--- config.mk ---
export PLATFORM = sky130hd
export DESIGN_NAME = bus_transfer_sequencer
export DESIGN_NICKNAME = d
export VERILOG_FILES = /design/src/rtl/bus_pkg.sv /design/src/rtl/bus_onehot_decoder.sv /design/src/rtl/bus_transfer_sequencer.sv
export SDC_FILE = /design/constraint.sdc
export NUM_CORES = 1
export LEC_CHECK = 0
export ABC_CLOCK_PERIOD_IN_PS = 3750
export BUFFER_PORTS_ARGS = -buffer_cell sky130_fd_sc_hd__buf_2
export CORE_AREA = 2 2 47 81
export CTS_CLUSTER_DIAMETER = 100
export DETAILED_ROUTE_END_ITERATION = 10
export DIE_AREA = 0 0 49 83
export PLACE_DENSITY = 0.88
export SETUP_SLACK_MARGIN = 0.2
export SLEW_MARGIN = 30
export SYNTH_ARGS = -nofsm -noshare
export SYNTH_HDL_FRONTEND = slang
export SYNTH_SLANG_ARGS = --single-unit
--- constraint.sdc ---
create_clock -name clock -period 3.75 [get_ports clock]
set_input_delay 0.375 -clock clock [delete_from_list [all_inputs] [get_ports clock]]
set_output_delay 0.375 -clock clock [all_outputs]
set_load 0.005 [all_outputs]
--- src/rtl/bus_pkg.sv ---
// Shared types, register codes and one-hot decode helpers for the bus transfer sequencer.
package bus_pkg;

    localparam int DATA_BUS_WIDTH = 8;
    localparam int CODE_W         = 4;
    localparam int DRIVE_W        = 8;
    localparam int LOAD_W         = 9;

    // Source and destination share one code space so src==dst means the same register.
    typedef enum logic [3:0] {
        SRC_A    = 4'd0,
        SRC_B    = 4'd1,
        SRC_C    = 4'd2,
        SRC_D    = 4'd3,
        SRC_M    = 4'd4,
        SRC_XY   = 4'd5,
        SRC_J    = 4'd6,
        SRC_INST = 4'd7,
        SRC_ALU  = 4'd8,
        SRC_MEM  = 4'd9
    } bus_src_t;

    typedef enum logic [3:0] {
        DST_A    = 4'd0,
        DST_B    = 4'd1,
        DST_C    = 4'd2,
        DST_D    = 4'd3,
        DST_M    = 4'd4,
        DST_XY   = 4'd5,
        DST_J    = 4'd6,
        DST_INST = 4'd7,
        DST_ALU  = 4'd8,
        DST_MEM  = 4'd9
    } bus_dst_t;

    typedef enum logic [2:0] {
        ST_IDLE  = 3'd0,
        ST_DRIVE = 3'd1,
        ST_LOAD  = 3'd2,
        ST_HOLD  = 3'd3,
        ST_DONE  = 3'd4
    } state_t;

    // Code carried by each enable bit, bit 0 in the least significant nibble.
    localparam logic [DRIVE_W*CODE_W-1:0] SRC_MAP = {
        SRC_MEM, SRC_ALU, SRC_XY, SRC_M, SRC_D, SRC_C, SRC_B, SRC_A
    };
    localparam logic [LOAD_W*CODE_W-1:0] DST_MAP = {
        DST_MEM, DST_INST, DST_J, DST_XY, DST_M, DST_D, DST_C, DST_B, DST_A
    };

    function automatic logic [DRIVE_W-1:0] src_onehot(input logic [CODE_W-1:0] code);
        logic [DRIVE_W-1:0] oh;
        oh = '0;
        for (int i = 0; i < DRIVE_W; i++) begin
            oh[i] = (code == SRC_MAP[i*CODE_W +: CODE_W]);
        end
        return oh;
    endfunction

    function automatic logic [LOAD_W-1:0] dst_onehot(input logic [CODE_W-1:0] code);
        logic [LOAD_W-1:0] oh;
        oh = '0;
        for (int i = 0; i < LOAD_W; i++) begin
            oh[i] = (code == DST_MAP[i*CODE_W +: CODE_W]);
        end
        return oh;
    endfunction

endpackage

--- src/rtl/bus_onehot_decoder.sv ---
// Maps a register code onto a one-hot enable vector through a per-bit code table.
module bus_onehot_decoder
    import bus_pkg::*;
#(
    parameter int                        OUT_W    = 8,
    parameter logic [OUT_W*CODE_W-1:0]   CODE_MAP = '0
) (
    input  logic [CODE_W-1:0] code,
    input  logic              en,
    output logic [OUT_W-1:0]  onehot
);

    // Table entries are distinct, so at most one bit can match.
    always_comb begin
        onehot = '0;
        for (int i = 0; i < OUT_W; i++) begin
            onehot[i] = en && (code == CODE_MAP[i*CODE_W +: CODE_W]);
        end
    end

endmodule

--- src/rtl/bus_transfer_sequencer.sv ---
// Sequences one register-to-register bus transfer: drive source, strobe destination,
// hold drive one extra cycle, then report completion. All outputs are registered.
module bus_transfer_sequencer #(
    parameter int DATA_BUS_WIDTH = bus_pkg::DATA_BUS_WIDTH,
    parameter int SETTLE_CYCLES  = 2,
    parameter int LOAD_CYCLES    = 1
) (
    input  logic                      clock,
    input  logic                      reset,
    input  logic                      req,
    input  logic [3:0]                src,
    input  logic [3:0]                dst,
    input  logic [DATA_BUS_WIDTH-1:0] data,
    output logic [7:0]                drive_en,
    output logic [8:0]                load_en,
    output logic                      busy,
    output logic                      done,
    output logic                      error,
    output logic [DATA_BUS_WIDTH-1:0] last_data
);
    import bus_pkg::*;

    localparam logic [3:0] SETTLE_RELOAD = 4'(SETTLE_CYCLES - 1);
    localparam logic [3:0] LOAD_RELOAD   = 4'(LOAD_CYCLES - 1);

    state_t                    state_q, state_d;
    logic [3:0]                cnt_q, cnt_d;
    logic [CODE_W-1:0]         src_code_q, src_code_d;
    logic [CODE_W-1:0]         dst_code_q, dst_code_d;
    logic [DRIVE_W-1:0]        drive_en_q, drive_en_d;
    logic [LOAD_W-1:0]         load_en_q, load_en_d;
    logic                      busy_q, busy_d;
    logic                      done_q, done_d;
    logic                      error_q, error_d;
    logic [DATA_BUS_WIDTH-1:0] last_data_q, last_data_d;
    logic                      pair_legal_s;
    logic                      drive_on_s;
    logic                      load_on_s;

    // Codes that decode to nothing are J/INST as source, ALU as destination, or out of range.
    assign pair_legal_s = (src_onehot(src) != '0) && (dst_onehot(dst) != '0) && (src != dst);

    // Next-state, counter and pulse logic.
    always_comb begin
        state_d     = state_q;
        cnt_d       = cnt_q;
        src_code_d  = src_code_q;
        dst_code_d  = dst_code_q;
        error_d     = 1'b0;
        last_data_d = last_data_q;
        case (state_q)
            ST_IDLE: begin
                if (req && pair_legal_s) begin
                    state_d    = ST_DRIVE;
                    cnt_d      = SETTLE_RELOAD;
                    src_code_d = src;
                    dst_code_d = dst;
                end else if (req) begin
                    error_d = 1'b1;
                end else begin
                    state_d = ST_IDLE;
                end
            end
            ST_DRIVE: begin
                if (cnt_q == 4'd0) begin
                    state_d = ST_LOAD;
                    cnt_d   = LOAD_RELOAD;
                end else begin
                    cnt_d = cnt_q - 4'd1;
                end
            end
            ST_LOAD: begin
                if (cnt_q == 4'd0) begin
                    state_d     = ST_HOLD;
                    cnt_d       = 4'd0;
                    last_data_d = data;
                end else begin
                    cnt_d = cnt_q - 4'd1;
                end
            end
            ST_HOLD: begin
                state_d = ST_DONE;
                cnt_d   = 4'd0;
            end
            ST_DONE: begin
                state_d = ST_IDLE;
                cnt_d   = 4'd0;
            end
            default: begin
                state_d = ST_IDLE;
                cnt_d   = 4'd0;
            end
        endcase
    end

    // Enables are decoded from the next state so they register together with it.
    always_comb begin
        drive_on_s = (state_d == ST_DRIVE) || (state_d == ST_LOAD) || (state_d == ST_HOLD);
        load_on_s  = (state_d == ST_LOAD);
        busy_d     = (state_d != ST_IDLE);
        done_d     = (state_d == ST_DONE);
    end

    bus_onehot_decoder #(
        .OUT_W    (DRIVE_W),
        .CODE_MAP (SRC_MAP)
    ) u_src_dec (
        .code   (src_code_d),
        .en     (drive_on_s),
        .onehot (drive_en_d)
    );

    bus_onehot_decoder #(
        .OUT_W    (LOAD_W),
        .CODE_MAP (DST_MAP)
    ) u_dst_dec (
        .code   (dst_code_d),
        .en     (load_on_s),
        .onehot (load_en_d)
    );

    // State and output registers; reset wins over everything and aborts any transfer.
    always_ff @(posedge clock) begin
        if (reset) begin
            state_q     <= ST_IDLE;
            cnt_q       <= 4'd0;
            src_code_q  <= 4'd0;
            dst_code_q  <= 4'd0;
            drive_en_q  <= '0;
            load_en_q   <= '0;
            busy_q      <= 1'b0;
            done_q      <= 1'b0;
            error_q     <= 1'b0;
            last_data_q <= '0;
        end else begin
            state_q     <= state_d;
            cnt_q       <= cnt_d;
            src_code_q  <= src_code_d;
            dst_code_q  <= dst_code_d;
            drive_en_q  <= drive_en_d;
            load_en_q   <= load_en_d;
            busy_q      <= busy_d;
            done_q      <= done_d;
            error_q     <= error_d;
            last_data_q <= last_data_d;
        end
    end

    assign drive_en  = drive_en_q;
    assign load_en   = load_en_q;
    assign busy      = busy_q;
    assign done      = done_q;
    assign error     = error_q;
    assign last_data = last_data_q;

endmodule
# Yosys cells after proc, flatten, opt, wreduce, memory -nomap -nowiden
# Cells that the tools add are included.
dict set report classes {
  add_sub_neg 1
  eq_ne 39
  n_mux 13
  bitwise_logic 1
  n_reduce_logical 34
}
# cell n
set op_table {}
lappend op_table {{$eq 4x3->1 const B} 12}
lappend op_table {{$eq 4x2->1 const B} 8}
lappend op_table {{$eq 4x4->1 const B} 6}
lappend op_table {{$mux 4} 6}
lappend op_table {{$logic_and 1x1->1} 20}
lappend op_table {{$logic_not 4->1} 5}
lappend op_table {{$eq 4x1->1 const B} 4}
lappend op_table {{$eq 3x2->1 const B} 4}
lappend op_table {{$mux 3} 4}
lappend op_table {{$pmux 3 s4} 1}
lappend op_table {{$reduce_bool 9->1} 1}
lappend op_table {{$pmux 4 s2} 1}
lappend op_table {{$reduce_bool 8->1} 1}
lappend op_table {{$eq 3x1->1 const B} 2}
lappend op_table {{$ne 4x4->1} 1}
lappend op_table {{$sub 4x1->4 const B} 1}
lappend op_table {{$eq 3x3->1 const B} 1}
lappend op_table {{$logic_not 3->1} 1}
lappend op_table {{$reduce_bool 3->1} 1}
lappend op_table {{$reduce_or 3->1} 1}
lappend op_table {{$logic_or 1x1->1} 2}
lappend op_table {{$ne 2x2->1 const B} 1}
lappend op_table {{$reduce_and 2->1} 1}
lappend op_table {{$reduce_or 2->1} 1}
lappend op_table {{2 further kinds} 2}
dict set report totals {
  reg_bits 43
  input_bits 19
  output_inout_bits 28
  elab_cells 98
}

# Logic depth before layout (Yosys ltp)
dict set report depth {
  ltp_word 11
  ltp_mapped 8
  ltp_nobuf 6
}

# Hierarchy
# A second synthesis with hierarchy kept.
dict set report hier_totals {
  cells_unflattened 197
  area_unflattened_um2 1845.5
}
# module instances cells_each area_per_inst_um2 seq_area_each_um2
set by_module_without_submodules {}
lappend by_module_without_submodules {bus_transfer_sequencer 1 168 1692.9 860.8}
lappend by_module_without_submodules {{bus_onehot_decoder (u_dst_dec)} 1 15 78.8 0.0}
lappend by_module_without_submodules {{bus_onehot_decoder (u_src_dec)} 1 14 73.8 0.0}

# Least setup slack after synthesis
# OpenSTA, ideal clock, no wires.
dict set report synth_timing {
  path_type {input to register}
  from {in src[1]}
  to {reg drive_en_q[4], in the netlist drive_en[4]}
  setup_ns 0.083
  arrival_time_ns 1.976
  required_time_ns 3.667
  slack_ns 1.692
  stages 8
  path_buffers 4
  path_cell_list {buf_4 -> maj3_2 -> a211o_1 -> buf_6 -> or3_1 -> buf_6 -> buf_6 -> o31ai_4}
}
dict set report synth_via {
  elab_chain_len 11
  elab_cells_between_ends 24
  cone_classes {12 x eq/ne; 4 x mux; 8 x reduce/logical}
}
# element line
set synth_rtl {}
lappend synth_rtl {{start: declaration} bus_transfer_sequencer.sv:11} ;# input logic [3:0] src,
lappend synth_rtl {{$eq 4x1->1, or another cell as far along} bus_pkg.sv:56} ;# oh[i] = (code == SRC_MAP[i*CODE_W +: CODE_W]);
lappend synth_rtl {{$reduce_bool 8->1} bus_transfer_sequencer.sv:41} ;# assign pair_legal_s = (src_onehot(src) != '0) && (dst_onehot(dst) != '0) && (src != dst);
lappend synth_rtl {{$logic_and 1x1->1 (2 in a row)} bus_transfer_sequencer.sv:41}
lappend synth_rtl {{$logic_and 1x1->1} bus_transfer_sequencer.sv:53} ;# if (req && pair_legal_s) begin
lappend synth_rtl {{$mux 3} bus_transfer_sequencer.sv:53}
lappend synth_rtl {{$pmux 3 s4} bus_transfer_sequencer.sv:51} ;# case (state_q)
lappend synth_rtl {{$eq 3x1->1 or $eq 3x2->1 (tied branches)} bus_transfer_sequencer.sv:98} ;# drive_on_s = (state_d == ST_DRIVE) || (state_d == ST_LOAD) || (state_d == ST_HOLD);
lappend synth_rtl {{$logic_or 1x1->1 (2 in a row)} bus_transfer_sequencer.sv:98}
lappend synth_rtl {{$logic_and 1x1->1 (*)} bus_onehot_decoder.sv:17} ;# onehot[i] = en && (code == CODE_MAP[i*CODE_W +: CODE_W]);
lappend synth_rtl {{end signal: assignment} bus_transfer_sequencer.sv:140} ;# drive_en_q <= drive_en_d;
lappend synth_rtl {{end: declaration} bus_transfer_sequencer.sv:30} ;# logic [DRIVE_W-1:0] drive_en_q, drive_en_d;
# Every way passes the cells marked *; elsewhere a longest branch is shown, timed or not.
# A chain may end at the register's enable or synchronous reset.

# Final worst setup path
dict set report layout_timing {
  from {reg cnt_q[0]}
  to {reg load_en_q[0], in the netlist load_en[0]}
}
dict set report layout_via {
  elab_chain_len 5
  elab_cells_between_ends 6
  cone_classes {1 x eq/ne; 3 x mux; 2 x reduce/logical}
}
# element line
set layout_rtl {}
lappend layout_rtl {{start: declaration} bus_transfer_sequencer.sv:27} ;# logic [3:0] cnt_q, cnt_d;
lappend layout_rtl {{start signal: assignment} bus_transfer_sequencer.sv:137} ;# cnt_q <= cnt_d;
lappend layout_rtl {{$logic_not 4->1 (*)} {bus_transfer_sequencer.sv:65, bus_transfer_sequencer.sv:73}}
lappend layout_rtl {{$mux 3 (on tied branches)} {bus_transfer_sequencer.sv:73, bus_transfer_sequencer.sv:65}}
lappend layout_rtl {{$pmux 3 s4 (*)} bus_transfer_sequencer.sv:51}
lappend layout_rtl {{$eq 3x2->1 (*)} bus_transfer_sequencer.sv:99} ;# load_on_s = (state_d == ST_LOAD);
lappend layout_rtl {{$logic_and 1x1->1 (*)} bus_onehot_decoder.sv:17}
lappend layout_rtl {{end signal: assignment} bus_transfer_sequencer.sv:141} ;# load_en_q <= load_en_d;
lappend layout_rtl {{end: declaration} bus_transfer_sequencer.sv:31} ;# logic [LOAD_W-1:0] load_en_q, load_en_d;
# Marked as above.

==> impl_metrics.csv <==
group,metric,value,unit
run_status,status,"finished clean",
setup_path,arrival,2.53,ns
setup_path,cp-start-kind,"register",
final_layout,area_growth,15.8,%
hold_path,hp-class,"primary input to register",
final_layout,finalInstanceArea,2140,um2
clocking,cts_max_level,2,
clocking,cts_tree,"built",
setup_path,setup.worst_path.end_class,"register",
setup_path,critPathSlowestCell,"a2111oi_0",
place,dpl_cell_area,2060,um2
final_layout,fillerInstances,320,
detailed_routing,drt_iter0_drc,66,
grt,overflow,0,
clocking,cts_root_buffer,"clkbuf_8",
yosys,ys_types,48,
yosys,synth_edf_count,0,
detailed_routing,wirelength,3830,um
grt,grt_use_total,0.204,
timing,setup_violations,0,
setup_path,cp_max_fo,6,
grt,grt_max_degree,21,
yosys,ys_seq_elements,43,
final_layout,antennaDiodeCount,0,
timing,rsz0062_at_grt,"no",
yosys,async_flop_share,0,
timing,fin_crit,2.31,ns
timing,fmax,433,MHz
timing,finalCritPeriodShare,0.616,
timing,finalHoldViolations,0,
yosys,synthCells,193,
grt,grt_pass1_vias,1437,
yosys,syn-num-nets,214,
setup_path,cp_num_buf_inv,1,
place,portBuffers,46,
yosys,ys_warn_count,0,
detailed_routing,route.detailed.drc,0,
job,maxCapViolations,0,
yosys,syn-cell-area,1850,um2
setup_path,path_class,"register to register",
setup_path,critical-path-top-delay-family,"simple AND/OR/NAND/NOR gates",
grt,grt_pass1_wl,6440,um
final_layout,utilization,0.630,
timing,finalSetupTns,0,ns
die,initial_core_util,0.544,
clocking,ctsHoldBuffers,0,
die,dieArea,4070,um2
die,fp-row-count,28,
clocking,clk-insertion-delay-late,0.30,ns
detailed_routing,routedWlPerCell,13.7,um
final_layout,layout_common_cells,"buf_2 (46), dfxtp_1 (43), nor2_1 (16), nand3_1 (10)",
clocking,numCtsBuffers,5,
place,gp_congestion,0.844,
die,pin_count,47,
setup_path,path_common_cell,"nor3b_1",
timing,tightest_slew,0.844,ns
die,coreArea,3400,um2
setup_path,slowest_delay,0.66,ns
yosys,synth_flop_cell,"dfxtp_1",
timing,max_slew_margin,0.436,
setup_path,crit_required,3.97,ns
detailed_routing,ant_nets,0,
die,die_w,49,um
detailed_routing,vias,1569,
clocking,cts_resized,0,
clocking,clock_path_buffers,2,
die,die_height,83,um
clocking,post_cts_buffers,0,
detailed_routing,drt_pass1_iterations,4,
timing,clock_skew,0.00808,ns
detailed_routing,via_per_inst,5.62,
grt,grt_antenna_before_repair,0,
yosys,post_synth.cell_area_avg,9.58,um2
timing,slew_violations,0,
final_layout,drive_above_1_share,0.291,
power_and_ir_drop,ir_worst_vdd,0.000357,V
yosys,ys_seq_area_frac,0.466,
power_and_ir_drop,p_leak,0.951,nW
power_and_ir_drop,pwr_density_cell,439,nW/um2
clocking,cts.sinks,43,
clocking,path_clk_slew,0.08,ns
final_layout,nets,254,
setup_path,cp_cell_sequence,"inv_1 -> ha_1 -> nor3b_1 -> nand2b_1 -> a2111oi_0 -> nor3b_1",
place,hpwlAfterDp,2850,um
final_layout,final_common_cell,"buf_2",
-- kinds of logic (layout without fill, tap and decap cells) --
family          Yosys count  count (layout)  share of synthesized area
compound gates           35              35                      0.146
xor+xnor                  5               5                     0.0237
fa+ha+maj                 3               3                     0.0196
buf+inv                  19              60                     0.0535
flops                    43              43                      0.466
mux                       9               9                     0.0487
simple gates             79              79                      0.243
-- cell type report --
| type | instances | area, um2 | share of cell area |
|---|---|---|---|
| inverters | 6 | 22.5 | 0.0105 |
| well taps | 45 | 56.3 | 0.0263 |
| repair buffers | 46 | 230 | 0.108 |
| multi-input cells | 131 | 888 | 0.415 |
| flip-flops and latches | 43 | 861 | 0.402 |
| clock buffers | 7 | 76.3 | 0.0357 |
| clock inverters | 1 | 5.00 | 0.00234 |
-- worst reg2reg max path, stage by stage (launching register included) --
cell       delay (ns)
dfxtp_1          0.34
inv_1            0.09
ha_1             0.13
nor3b_1          0.53
nand2b_1         0.21
a2111oi_0        0.66
nor3b_1          0.26
-- cell usage after synthesis (all sizes together), types with 3 or more instances --
| library cell | instances | area [um2] |
|---|---|---|
| buf | 7 | 53.8 |
| nor2 | 16 | 60.1 |
| nor3 | 5 | 25.0 |
| nand2 | 9 | 33.8 |
| nand2b | 4 | 25.0 |
| dfxtp | 43 | 861 |
| xor2 | 4 | 35.0 |
| mux2i | 9 | 90.1 |
| nand3 | 10 | 50.1 |
| or2 | 3 | 18.8 |
| a31o | 8 | 70.1 |
| nor3b | 6 | 45.0 |
| o21ai | 6 | 30.0 |
| nand3b | 3 | 22.5 |
| or3 | 4 | 25.0 |
| inv | 5 | 18.8 |
| nor4 | 9 | 62.6 |
| clkbuf | 6 | 22.5 |
| a211oi | 3 | 22.5 |
| a21oi | 5 | 25.0 |
-- routing by layer --
metal / share of wire / global-route usage / up-vias / routed length [um]
li1: - / - / 776 / -
met2: 0.54 / 0.365 / 47 / 2070
met1: 0.39 / 0.214 / 737 / 1480
met3: 0.044 / 0.0504 / 9 / 168
met5: 0 / 0 / - / 0
met4: 0.028 / 0.104 / 0 / 107
-- path summary, 6_finish.rpt --
check / start / to / slack (ns) / depth (start not counted)
setup reg to reg: cnt_q[0] / load_en[0] / 1.44 / 6
hold / removal: data[7] / last_data[7] / 0.30 / 3
setup / recovery: cnt_q[0] / load_en[0] / 1.44 / 6
hold reg to reg: last_data[2] / last_data[2] / 0.50 / 2
-- through the flow --
| step | power, W | instances | setup slack [ns] | hold slack (ns) |
|---|---|---|---|---|
| after floorplan | 0.000624 | 193 | 1.69 | 0.473 |
| after global placement | 0.000661 | 271 | 1.43 | 0.468 |
| after detailed placement | 0.000668 | 271 | 1.40 | 0.489 |
| after CTS | 0.000943 | 279 | 1.39 | 0.310 |
| after global routing | 0.000986 | 279 | 1.07 | 0.313 |
| final | 0.000939 | 279 | 1.44 | 0.305 |
-- where the power goes --
| part | switching [W] | total, W | internal [W] |
|---|---|---|---|
| sequential | 0.0000184 | 0.000498 | 0.000480 |
| combinational | 0.0000943 | 0.000160 | 0.0000656 |
| clock | 0.000150 | 0.000281 | 0.000131 |
-- registers in the layout, summed over array words and instances, names as in the netlist --
| register | cells |
|---|---|
| load_en | 9 |
| drive_en | 8 |
| last_data | 8 |
| cnt_q | 4 |
| dst_code_q | 4 |
| src_code_q | 4 |
| state_q | 3 |
| busy | 1 |
| done | 1 |
| error | 1 |
(Power assumes the default switching activity.)
